===== config.mk =====
export PLATFORM = sky130hd
export DESIGN_NAME = sdram_pattern_tester_flat
export DESIGN_NICKNAME = d
export VERILOG_FILES = /design/src/rtl/sdram_test_pkg.sv /design/src/rtl/sdram_pattern_tester_if.sv /design/src/rtl/sdram_pattern_gen.sv /design/src/rtl/sdram_pattern_tester.sv /design/src/flat_wrapper.sv
export SDC_FILE = /design/constraint.sdc
export NUM_CORES = 1
export LEC_CHECK = 0
export BUFFER_PORTS_ARGS = -buffer_cell sky130_fd_sc_hd__buf_2
export CELL_PAD_IN_SITES_DETAIL_PLACEMENT = 2
export CELL_PAD_IN_SITES_GLOBAL_PLACEMENT = 2
export CORE_UTILIZATION = 35
export CTS_CLUSTER_DIAMETER = 40
export DETAILED_ROUTE_END_ITERATION = 16
export PLACE_DENSITY = 0.84
export SLEW_MARGIN = 10
export SYNTH_ARGS = -nofsm -noshare
export SYNTH_HDL_FRONTEND = slang
export SYNTH_SLANG_ARGS = --single-unit

===== constraint.sdc =====
create_clock -name clk -period 5.62 [get_ports clk]
set_input_delay 0 -clock clk [delete_from_list [all_inputs] [get_ports clk]]
set_output_delay 0 -clock clk [all_outputs]
set_load 0.02 [all_outputs]

===== src/rtl/sdram_test_pkg.sv =====
// Shared types and constants for the SDRAM pattern tester.
// Covers the FSM state encoding, bus widths and the LFSR tap mask.
package sdram_test_pkg;

    localparam int DATA_W = 16;
    localparam int ADDR_W = 24;
    localparam int LEN_W  = 9;

    localparam logic [DATA_W-1:0] LFSR_TAPS = 16'hB400;

    typedef logic [2:0] state_t;

    localparam state_t ST_IDLE      = 3'd0;
    localparam state_t ST_WAIT_INIT = 3'd1;
    localparam state_t ST_WR_REQ    = 3'd2;
    localparam state_t ST_WR_DATA   = 3'd3;
    localparam state_t ST_RD_REQ    = 3'd4;
    localparam state_t ST_RD_DATA   = 3'd5;
    localparam state_t ST_FINISH    = 3'd6;

endpackage


===== src/rtl/sdram_pattern_tester_if.sv =====
// Burst request/ack user interface between the pattern tester (master) and sdram_top (slave).
// An ack is a one-cycle strobe per word consumed or delivered; requests are held until the first ack.
interface sdram_pattern_tester_if;
    import sdram_test_pkg::*;

    logic              sdram_init_done;
    logic              sdram_wr_req;
    logic              sdram_wr_ack;
    logic              sdram_rd_req;
    logic              sdram_rd_ack;
    logic [ADDR_W-1:0] sys_wraddr;
    logic [ADDR_W-1:0] sys_rdaddr;
    logic [DATA_W-1:0] sys_data_in;
    logic [DATA_W-1:0] sys_data_out;
    logic [LEN_W-1:0]  sdwr_byte;
    logic [LEN_W-1:0]  sdrd_byte;

    modport master (
        input  sdram_init_done, sdram_wr_ack, sdram_rd_ack, sys_data_out,
        output sdram_wr_req, sdram_rd_req, sys_wraddr, sys_rdaddr, sys_data_in,
        sdwr_byte, sdrd_byte
    );

    modport slave (
        output sdram_init_done, sdram_wr_ack, sdram_rd_ack, sys_data_out,
        input  sdram_wr_req, sdram_rd_req, sys_wraddr, sys_rdaddr, sys_data_in,
        sdwr_byte, sdrd_byte
    );

endinterface


===== src/rtl/sdram_pattern_gen.sv =====
// Word pattern source: load takes the seed, advance steps one word; value is a registered output.
// Incrementing by default; SDRAM_TEST_LFSR_EN selects a Galois LFSR (zero seed forced to 1).
module sdram_pattern_gen
    import sdram_test_pkg::*;
(
    input  logic              clk,
    input  logic              reset,
    input  logic              load,
    input  logic              advance,
    input  logic [DATA_W-1:0] seed,
    output logic [DATA_W-1:0] value
);

    logic [DATA_W-1:0] value_q;
    logic [DATA_W-1:0] value_d;

    always_comb begin
        value_d = value_q;
        if (load) begin
`ifdef SDRAM_TEST_LFSR_EN
            value_d = (seed == '0) ? 16'h0001 : seed;
`else
            value_d = seed;
`endif
        end else if (advance) begin
`ifdef SDRAM_TEST_LFSR_EN
            value_d = {1'b0, value_q[DATA_W-1:1]} ^ (value_q[0] ? LFSR_TAPS : '0);
`else
            value_d = value_q + 16'd1;
`endif
        end
    end

    always_ff @(posedge clk or posedge reset) begin
        if (reset) value_q <= '0;
        else       value_q <= value_d;
    end

    assign value = value_q;

endmodule


===== src/rtl/sdram_pattern_tester.sv =====
// Writes a seeded pattern over NUM_BURSTS*BURST_LEN words, reads it back and tallies mismatches.
// Pattern source is incrementing unless SDRAM_TEST_LFSR_EN is defined; a watchdog aborts stalled bursts.
module sdram_pattern_tester
    import sdram_test_pkg::*;
#(
    parameter int BURST_LEN  = 8,
    parameter int NUM_BURSTS = 16,
    parameter int TIMEOUT    = 1024
) (
    input  logic                  clk,
    input  logic                  reset,
    input  logic                  start,
    input  logic [DATA_W-1:0]     seed,
    sdram_pattern_tester_if.master sd,
    output logic                  busy,
    output logic                  done,
    output logic                  pass,
    output logic                  timeout,
    output logic [DATA_W-1:0]     err_count,
    output logic [ADDR_W-1:0]     first_err_addr,
    output logic [DATA_W-1:0]     first_err_data
);

    localparam int BW    = (NUM_BURSTS > 1) ? $clog2(NUM_BURSTS) : 1;
    localparam int WDT_W = $clog2(TIMEOUT + 1);

    localparam logic [LEN_W-1:0]  LAST_WORD  = LEN_W'(BURST_LEN - 1);
    localparam logic [BW-1:0]     LAST_BURST = BW'(NUM_BURSTS - 1);
    localparam logic [ADDR_W-1:0] BURST_STEP = ADDR_W'(BURST_LEN);
    localparam logic [WDT_W-1:0]  WDT_LAST   = WDT_W'(TIMEOUT - 1);

    state_t              state_q, state_d;
    logic [BW-1:0]       burst_q, burst_d;
    logic [ADDR_W-1:0]   base_q, base_d;
    logic [LEN_W-1:0]    word_q, word_d;
    logic [WDT_W-1:0]    wdt_q, wdt_d;
    logic                busy_q, busy_d;
    logic                done_q, done_d;
    logic                pass_q, pass_d;
    logic                timeout_q, timeout_d;
    logic [DATA_W-1:0]   err_count_q, err_count_d;
    logic [ADDR_W-1:0]   first_err_addr_q, first_err_addr_d;
    logic [DATA_W-1:0]   first_err_data_q, first_err_data_d;

    logic                gen_load, wr_adv, rd_adv;
    logic                in_wr, in_rd, wr_hit, rd_hit;
    logic [DATA_W-1:0]   wr_val, rd_val;

    // Independent writer and checker sources; both load at start so the read pass replays the seed.
    sdram_pattern_gen u_wr_gen (
        .clk(clk), .reset(reset), .load(gen_load), .advance(wr_adv), .seed(seed), .value(wr_val)
    );

    sdram_pattern_gen u_rd_gen (
        .clk(clk), .reset(reset), .load(gen_load), .advance(rd_adv), .seed(seed), .value(rd_val)
    );

    assign in_wr  = (state_q == ST_WR_REQ) || (state_q == ST_WR_DATA);
    assign in_rd  = (state_q == ST_RD_REQ) || (state_q == ST_RD_DATA);
    assign wr_hit = in_wr && sd.sdram_wr_ack;
    assign rd_hit = in_rd && sd.sdram_rd_ack;

    always_comb begin
        state_d          = state_q;
        burst_d          = burst_q;
        base_d           = base_q;
        word_d           = word_q;
        busy_d           = busy_q;
        done_d           = done_q;
        pass_d           = pass_q;
        timeout_d        = timeout_q;
        err_count_d      = err_count_q;
        first_err_addr_d = first_err_addr_q;
        first_err_data_d = first_err_data_q;
        gen_load         = 1'b0;
        wr_adv           = 1'b0;
        rd_adv           = 1'b0;

        case (state_q)
            ST_IDLE: begin
                if (start) begin
                    state_d          = ST_WAIT_INIT;
                    busy_d           = 1'b1;
                    done_d           = 1'b0;
                    pass_d           = 1'b0;
                    timeout_d        = 1'b0;
                    err_count_d      = '0;
                    first_err_addr_d = '0;
                    first_err_data_d = '0;
                    gen_load         = 1'b1;
                end
            end
            ST_WAIT_INIT: begin
                if (sd.sdram_init_done) begin
                    state_d = ST_WR_REQ;
                    burst_d = '0;
                    base_d  = '0;
                    word_d  = '0;
                end
            end
            ST_WR_REQ, ST_WR_DATA: begin
                if (wr_hit) begin
                    wr_adv = 1'b1;
                    if (word_q == LAST_WORD) begin
                        word_d = '0;
                        if (burst_q == LAST_BURST) begin
                            state_d = ST_RD_REQ;
                            burst_d = '0;
                            base_d  = '0;
                        end else begin
                            state_d = ST_WR_REQ;
                            burst_d = burst_q + 1'b1;
                            base_d  = base_q + BURST_STEP;
                        end
                    end else begin
                        word_d  = word_q + 1'b1;
                        state_d = ST_WR_DATA;
                    end
                end else if (wdt_q == WDT_LAST) begin
                    timeout_d = 1'b1;
                    state_d   = ST_FINISH;
                end
            end
            ST_RD_REQ, ST_RD_DATA: begin
                if (rd_hit) begin
                    rd_adv = 1'b1;
                    if (sd.sys_data_out != rd_val) begin
                        if (err_count_q != 16'hFFFF) err_count_d = err_count_q + 16'd1;
                        if (err_count_q == '0) begin
                            first_err_addr_d = base_q + {{(ADDR_W-LEN_W){1'b0}}, word_q};
                            first_err_data_d = sd.sys_data_out;
                        end
                    end
                    if (word_q == LAST_WORD) begin
                        word_d = '0;
                        if (burst_q == LAST_BURST) begin
                            state_d = ST_FINISH;
                        end else begin
                            state_d = ST_RD_REQ;
                            burst_d = burst_q + 1'b1;
                            base_d  = base_q + BURST_STEP;
                        end
                    end else begin
                        word_d  = word_q + 1'b1;
                        state_d = ST_RD_DATA;
                    end
                end else if (wdt_q == WDT_LAST) begin
                    timeout_d = 1'b1;
                    state_d   = ST_FINISH;
                end
            end
            ST_FINISH: begin
                busy_d  = 1'b0;
                done_d  = 1'b1;
                pass_d  = (err_count_q == '0) && !timeout_q;
                state_d = ST_IDLE;
            end
            default: state_d = ST_IDLE;
        endcase

        // Watchdog measures idle cycles inside one state; any ack or state change restarts it.
        if ((state_d != state_q) || wr_hit || rd_hit) wdt_d = '0;
        else if (in_wr || in_rd)                      wdt_d = wdt_q + 1'b1;
        else                                          wdt_d = '0;
    end

    always_ff @(posedge clk or posedge reset) begin
        if (reset) begin
            state_q          <= ST_IDLE;
            burst_q          <= '0;
            base_q           <= '0;
            word_q           <= '0;
            wdt_q            <= '0;
            busy_q           <= 1'b0;
            done_q           <= 1'b0;
            pass_q           <= 1'b0;
            timeout_q        <= 1'b0;
            err_count_q      <= '0;
            first_err_addr_q <= '0;
            first_err_data_q <= '0;
        end else begin
            state_q          <= state_d;
            burst_q          <= burst_d;
            base_q           <= base_d;
            word_q           <= word_d;
            wdt_q            <= wdt_d;
            busy_q           <= busy_d;
            done_q           <= done_d;
            pass_q           <= pass_d;
            timeout_q        <= timeout_d;
            err_count_q      <= err_count_d;
            first_err_addr_q <= first_err_addr_d;
            first_err_data_q <= first_err_data_d;
        end
    end

    // Requests decode straight from the state flop so reset removes them without a clock.
    assign sd.sdram_wr_req = (state_q == ST_WR_REQ);
    assign sd.sdram_rd_req = (state_q == ST_RD_REQ);
    assign sd.sys_wraddr   = base_q;
    assign sd.sys_rdaddr   = base_q;
    assign sd.sys_data_in  = wr_val;
    assign sd.sdwr_byte    = LEN_W'(BURST_LEN);
    assign sd.sdrd_byte    = LEN_W'(BURST_LEN);

    assign busy           = busy_q;
    assign done           = done_q;
    assign pass           = pass_q;
    assign timeout        = timeout_q;
    assign err_count      = err_count_q;
    assign first_err_addr = first_err_addr_q;
    assign first_err_data = first_err_data_q;

endmodule

===== src/flat_wrapper.sv =====
// flat-port wrapper written by rule: the top's interface ports become plain ports
module sdram_pattern_tester_flat import sdram_test_pkg::*;
#(
    parameter int BURST_LEN  = 8,
    parameter int NUM_BURSTS = 16,
    parameter int TIMEOUT    = 1024
)
  (clk, reset, start, seed, busy, done, pass, timeout, err_count, first_err_addr, first_err_data, sd_sdram_init_done, sd_sdram_wr_ack, sd_sdram_rd_ack, sd_sys_data_out, sd_sdram_wr_req, sd_sdram_rd_req, sd_sys_wraddr, sd_sys_rdaddr, sd_sys_data_in, sd_sdwr_byte, sd_sdrd_byte);
  sdram_pattern_tester_if sd_i ();
  input  logic clk;
  input  logic reset;
  input  logic start;
  input  logic [DATA_W-1:0] seed;
  output logic busy;
  output logic done;
  output logic pass;
  output logic timeout;
  output logic [DATA_W-1:0] err_count;
  output logic [ADDR_W-1:0] first_err_addr;
  output logic [DATA_W-1:0] first_err_data;
  input wire logic [$bits(sd_i.sdram_init_done)-1:0] sd_sdram_init_done;
  input wire logic [$bits(sd_i.sdram_wr_ack)-1:0] sd_sdram_wr_ack;
  input wire logic [$bits(sd_i.sdram_rd_ack)-1:0] sd_sdram_rd_ack;
  input wire logic [$bits(sd_i.sys_data_out)-1:0] sd_sys_data_out;
  output wire logic [$bits(sd_i.sdram_wr_req)-1:0] sd_sdram_wr_req;
  output wire logic [$bits(sd_i.sdram_rd_req)-1:0] sd_sdram_rd_req;
  output wire logic [$bits(sd_i.sys_wraddr)-1:0] sd_sys_wraddr;
  output wire logic [$bits(sd_i.sys_rdaddr)-1:0] sd_sys_rdaddr;
  output wire logic [$bits(sd_i.sys_data_in)-1:0] sd_sys_data_in;
  output wire logic [$bits(sd_i.sdwr_byte)-1:0] sd_sdwr_byte;
  output wire logic [$bits(sd_i.sdrd_byte)-1:0] sd_sdrd_byte;
  assign sd_i.sdram_init_done = sd_sdram_init_done;
  assign sd_i.sdram_wr_ack = sd_sdram_wr_ack;
  assign sd_i.sdram_rd_ack = sd_sdram_rd_ack;
  assign sd_i.sys_data_out = sd_sys_data_out;
  assign sd_sdram_wr_req = sd_i.sdram_wr_req;
  assign sd_sdram_rd_req = sd_i.sdram_rd_req;
  assign sd_sys_wraddr = sd_i.sys_wraddr;
  assign sd_sys_rdaddr = sd_i.sys_rdaddr;
  assign sd_sys_data_in = sd_i.sys_data_in;
  assign sd_sdwr_byte = sd_i.sdwr_byte;
  assign sd_sdrd_byte = sd_i.sdrd_byte;
  sdram_pattern_tester #(.BURST_LEN(BURST_LEN), .NUM_BURSTS(NUM_BURSTS), .TIMEOUT(TIMEOUT)) u_core (.clk(clk), .reset(reset), .start(start), .seed(seed), .sd(sd_i), .busy(busy), .done(done), .pass(pass), .timeout(timeout), .err_count(err_count), .first_err_addr(first_err_addr), .first_err_data(first_err_data));
endmodule

* Yosys cells after proc, flatten, opt, wreduce, memory -nomap -nowiden
Index checks and enable logic that the tools add are counted.
** Word-level totals
- Bits in registers :: 143
- Logic and storage cells :: 137
- Input port bits :: 38
- Output and inout bits :: 144
** Operators by class
- Eq/ne operators :: 24
- Reduce and logical (&&, ||, !) cells :: 25
- Add/sub/neg operators :: 8
- Multiplexer cells :: 66
** Operator list (count)
- 2-to-1 mux 24 bit :: 11
- 2-to-1 mux 16 bit :: 11
- case mux 24 bit (3 select lines) :: 1
- case mux 16 bit (2 select lines) :: 2
- adder 16 x 1 -> 16 bit, second input constant :: 3
- case mux 24 bit (2 select lines) :: 1
- 2-to-1 mux 9 bit :: 4
- 2-to-1 mux 4 bit :: 7
- case mux 9 bit (3 select lines) :: 1
- adder 24 x 4 -> 24 bit, second input constant :: 1
- adder 24 x 9 -> 24 bit :: 1
- 2-to-1 mux 11 bit :: 2
- 2-to-1 mux 3 bit :: 7
- logical NOT 16 bit :: 1
- inequality test 16 bit :: 1
- inequality test 16 bit, second input constant :: 1
- inequality test 2 x 1 -> 1 bit, second input constant :: 7
- case mux 3 bit (4 select lines) :: 1
- case mux 4 bit (3 select lines) :: 1
- adder 11 x 1 -> 11 bit, second input constant :: 1
- equality test 11 x 10 -> 1 bit, second input constant :: 1
- 2-to-1 mux 1 bit :: 11
- inequality test 2 bit, second input constant :: 5
- AND reduction 5 bit :: 2
- other kinds (21) :: 39

* Depth between registers and ports, before layout
- Depth after elaboration :: 9
- Gate-level depth with buffers :: 9
- Gate-level depth less buffers :: 7

* By module
From an unflattened synthesis, not the netlist that was laid out.
** Second synthesis, totals
- Cells, all modules :: 905
- Area total of the unflattened synthesis :: 8205.4 µm²
** Modules (own cells, without submodules)
- sdram_pattern_tester :: instances 1, seq. area each 2702.6 µm², cells an instance 703, area an instance 6371.1 µm²
- sdram_pattern_gen :: instances 2, seq. area each 400.4 µm², cells an instance 101, area an instance 917.1 µm²

* Worst setup path before layout
Ideal clock, no wire load.
- Kind :: register -> register
- Start point :: reg u_core.err_count_q[0] (netlist: u_core.err_count[0])
- End point :: reg u_core.err_count_q[0] (netlist: u_core.err_count[0])
- Path slack :: 3.357 ns
- Cell stages (with the launch flop) :: 8
- Arrival :: 2.139 ns
- Clock period less this slack :: 2.263 ns
- Library setup time :: 0.125 ns
- Data required time :: 5.495 ns
- Buffers on the path :: 1
- Cell sequence :: dfrtp_1 -> ha_1 -> nand2_1 -> or4_1 -> or2_2 -> clkbuf_1 -> and3_1 -> mux2_2
** Between the ends
- Word-level cells in the longest chain between the ends :: 5
- Elaborated cells on any way between the ends :: 8
- Those cells by class :: add/sub (1); eq/ne (2); mux (4); reduce/logical (1)
** RTL lines
- start: declaration :: RTL line sdram_pattern_tester.sv:41 : logic [DATA_W-1:0] err_count_q, err_count_d;
- start signal: assignment :: RTL line sdram_pattern_tester.sv:191 : err_count_q <= err_count_d;
- adder 16 x 1 -> 16 bit :: RTL line sdram_pattern_tester.sv:128 : if (err_count_q != 16'hFFFF) err_count_d = err_count_q + 16'd1;
- 2-to-1 mux 16 bit :: RTL line sdram_pattern_tester.sv:128
- 2-to-1 mux 16 bit :: RTL line sdram_pattern_tester.sv:127 : if (sd.sys_data_out != rd_val) begin
- 2-to-1 mux 16 bit :: RTL line sdram_pattern_tester.sv:125 : if (rd_hit) begin
- case mux 16 bit (2 select lines) :: RTL line sdram_pattern_tester.sv:79 : case (state_q)
Parallel ways exist; a longest one is shown, timed or not. The select of a mux whose other input is x is not followed.
A chain may end at the register's enable or synchronous reset.

* Worst setup path after layout
- Start point :: reg u_core.state_q[2]
- End point :: reg u_core.first_err_data_q[0] (netlist: u_core.first_err_data[0])
** Between the ends
- Word-level cells in the longest chain between the ends :: 5
- Elaborated cells on any way between the ends :: 13
- Those cells by class :: eq/ne (6); mux (1); reduce/logical (6)
** RTL lines
- start: declaration :: RTL line sdram_pattern_tester.sv:32 : state_t state_q, state_d;
- start signal: assignment :: RTL line sdram_pattern_tester.sv:182 : state_q <= state_d;
- equality test 3 bit :: RTL line sdram_pattern_tester.sv:59, sdram_pattern_tester.sv:79
- logical OR 1 bit :: RTL line sdram_pattern_tester.sv:59 : assign in_rd = (state_q == ST_RD_REQ) || (state_q == ST_RD_DATA);
- logical AND 1 bit :: RTL line sdram_pattern_tester.sv:61 : assign rd_hit = in_rd && sd.sdram_rd_ack;
- inequality test 2 x 1 -> 1 bit (no line)
- AND reduction 5 bit (no line)
- end signal: assignment :: RTL line sdram_pattern_tester.sv:193 : first_err_data_q <= first_err_data_d;
- end: declaration :: RTL line sdram_pattern_tester.sv:43 : logic [DATA_W-1:0] first_err_data_q, first_err_data_d;
Parallel ways exist; a longest one is shown, timed or not.

==> results.yml <==
synth:
  synth_cells: 846
  synthFlopType: "dfrtp_1"
  netlist_top_cells_area: "dfrtp_1 (45%), xnor2_1 (4.4%), buf_4 (4.3%), nand2_1 (4.2%), xor2_1 (4.1%)"
  synth_top_area_cell: "dfrtp_1"
  ys_ff_latch: 140
  yosysWarningCount: 0
  post_synth.cell_area_avg_um2: 9.28
  synth_edf_count: 0
  synth_cell_types: 57
  synth_top_area_share_pct: 44.6
  syn_area_mm2: 0.00785
  async_flop_share_pct: 100
  seq_area_frac_synth_pct: 44.6
place:
  pre_cts_ws_ps: 2100
  gp_congestion: 0.780
  dpl.hpwl_um: 17800
  placedCellCount: 1232
  io_buffers: 157
min_path:
  hp-class: "input port to flop"
  min_from: "sd_sdram_wr_ack"
  hold_end: "u_core.state_q[2]"
  whs_path_depth: 4
floorplan:
  dieArea_mm2: 0.0230
  die_w_um: 152
  ios: 182
  coreArea_mm2: 0.0219
  rows: 54
  die_h_um: 152
  start_util_pct: 35.9
routing:
  totalWireLength_um: 30300
  first_pass_iters: 5
  ant_nets: 0
  drt-vias-per-instance: 5.62
  via_count: 7293
  drt_iter0_drc: 317
  routedWlPerCell_um: 23.4
  drc_errors: 0
status:
  status: "complete, no violations"
sta:
  period_share_pct: 68.1
  rsz0062_at_grt: "false"
  period_minus_slack_ps: 3830
  fin_worst_skew_ps: 15.7
  setup_ws_ps: 1790
  hold_violations: 0
  tightest_slew_ps: 1110
  setup_viol: 0
  slew_violations: 0
  slew_headroom_pct: 25.9
  whs_ps: 6.53
  fmax_mhz: 261
  finalSetupTns_ps: 0
critical_path:
  cp.arrival_ps: 4140
  start_kind: "flop"
  r2r_cells: 5
  cp-end-kind: "flop"
  slowest_stage: "a21oi_1"
  r2r-end: "u_core.first_err_data[0]"
  critical-path-top-delay-family: "simple AND/OR/NAND/NOR gates"
  max_stage_delay_ps: 890
  required_ps: 5930
  timing.rr.start: "u_core.state_q[2]"
  cp_num_buf_inv: 1
  path_cells: "or3b_2, a21oi_1, nand3_2, buf_4, mux2i_1"
  worstPathMaxFanout: 24
  crit_type: "flop to flop"
  r2r_slack_ps: 1790
clock_tree:
  clock-sinks: 140
  cts_setup_buffers: 0
  clkTransAtPathRegs_ps: 80
  numCtsBuffers: 17
  ctsResizeCount: 0
  clock_latency_ps: 440
  cts-root-buf: "clkbuf_16"
  htreeDepth: 4
  cts_buffer_depth: 2
  cts_tree: "done"
power_and_ir_drop:
  p_leak_uw: 0.00449
  power_uw: 3780
  internal_power_uw: 2230
  clkPwrFrac_pct: 29.9
  p_seq_share_pct: 39.7
  ir_drop_mv: 0.207
  power_frac_comb_pct: 30.5
  swShare_pct: 41.0
  power.density_mw_per_mm2: 395
  power.switching_uw: 1550
layout:
  fillers: 2420
  layout_commonest_cell: "buf_2"
  layout_common_cells: "buf_2 (157), dfrtp_1 (140), nand2_1 (88), nor2_1 (67), a21oi_1 (50)"
  stdcell_count: 1297
  layout-drive-gt1-share_pct: 21.1
  area.growth.synth_to_final_pct: 21.7
  antenna_cells: 0
  fin_nets: 1057
flow_run:
  cap_viol_max_count: 0
global_route:
  grt_first_pass_wirelength_um: 47300
  grt.overflow.total: 0
  grt_max_degree: 72
  grtUsageTotal_pct: 27.5
  grt_pass1_vias: 7974
  antenna_found_initial: 0
cells by family (layout without fill, tap and decap cells):
| logic type | count (synthesis) | after routing | share of synthesized area, % |
|---|---|---|---|
| simple gates | 335 | 335 | 22.0 |
| buf+inv | 107 | 256 | 7.36 |
| xor+xnor | 76 | 76 | 8.48 |
| flops | 140 | 140 | 44.6 |
| other cells | 2 | 24 | 0.0957 |
| mux | 30 | 30 | 3.90 |
| compound gates | 142 | 142 | 11.3 |
| fa+ha+maj | 14 | 14 | 2.23 |
metal layers:
layer,routed length [um],up-vias,track usage (%)
met5,0,-,0
met4,994,0,12.3
met3,1220,57,3.89
met2,15600,237,48.0
met1,12500,3791,33.6
li1,-,3208,-
Yosys cell counts (10+ instances only):
master and n:
clkbuf_1 27, ha_1 14, and2_1 10, a21oi_1 50
nor3_1 11, nand4_1 30, and3_1 23, nand2b_1 12
nand3_1 39, dfrtp_1 140, xnor2_1 39, xor2_1 37
o31ai_1 11, o2bb2ai_1 16, nand2_1 88, inv_1 27
o21ai_0 42, nor2_1 67, buf_4 45, mux2i_1 25
registers in the layout, indices dropped and copies added (netlist names):
signal                 cells
u_core.burst_q             4
u_core.first_err_data     16
u_core.err_count          16
u_core.busy                1
u_core.u_wr_gen.value     16
u_core.first_err_addr     24
u_core.sd.sys_rdaddr      21
u_core.word_q              9
u_core.done                1
u_core.wdt_q              11
u_core.timeout             1
u_core.u_rd_gen.value     16
u_core.state_q             3
u_core.pass                1
worst register-to-register path: stages, from the launching register on:
cell     delay [ps]
dfrtp_1         540
or3b_2          550
a21oi_1         890
nand3_2         850
buf_4           510
mux2i_1         370
area by class of cell:
type,instances,area (um^2),share of cell area (%)
multi-input combinational,621,3860,40.5
clock buffer,19,433,4.53
clock inverter,12,115,1.21
timing repair buffer,198,1180,12.3
sequential,140,3500,36.7
tap,280,350,3.67
inverter,27,106,1.11
repair_timing:
item	4_1_cts	5_1_grt
hold buffers	34	0
setup endpoints to repair	0	0
hold endpoints to repair	119	0
power groups by stage:
stage | combinational (uW) | sequential, uW | clock, uW
finish | 1150 | 1500 | 1130
floorplan | 664 | 1510 | 0
global route | 1240 | 1520 | 1170
CTS | 1100 | 1470 | 1100
global placement | 1000 | 1460 | 0
detailed placement | 1060 | 1480 | 0
through the flow:
stage	util, %	area (um^2)
after CTS	43.6	9550
after detailed placement	39.6	8660
after global placement	39.6	8660
after global routing	43.6	9550
after floorplan	-	7930
final	43.6	9550
how the worst max path moves through the flow:
| stage | depth (start not counted) | end | slack [ps] | start |
|---|---|---|---|---|
| after floorplan | 1 | u_core.burst_q[0] | 1870 | reset |
| after global placement | 5 | u_core.first_err_addr[0] | 2310 | u_core.state_q[2] |
| after detailed placement | 5 | u_core.first_err_data[14] | 2100 | u_core.state_q[2] |
| after CTS | 5 | u_core.first_err_data[14] | 2020 | u_core.state_q[2] |
| after global routing | 5 | u_core.first_err_data[14] | 1680 | u_core.state_q[2] |
| final | 5 | u_core.first_err_data[0] | 1790 | u_core.state_q[2] |
Power figures use the tool's default switching activity.
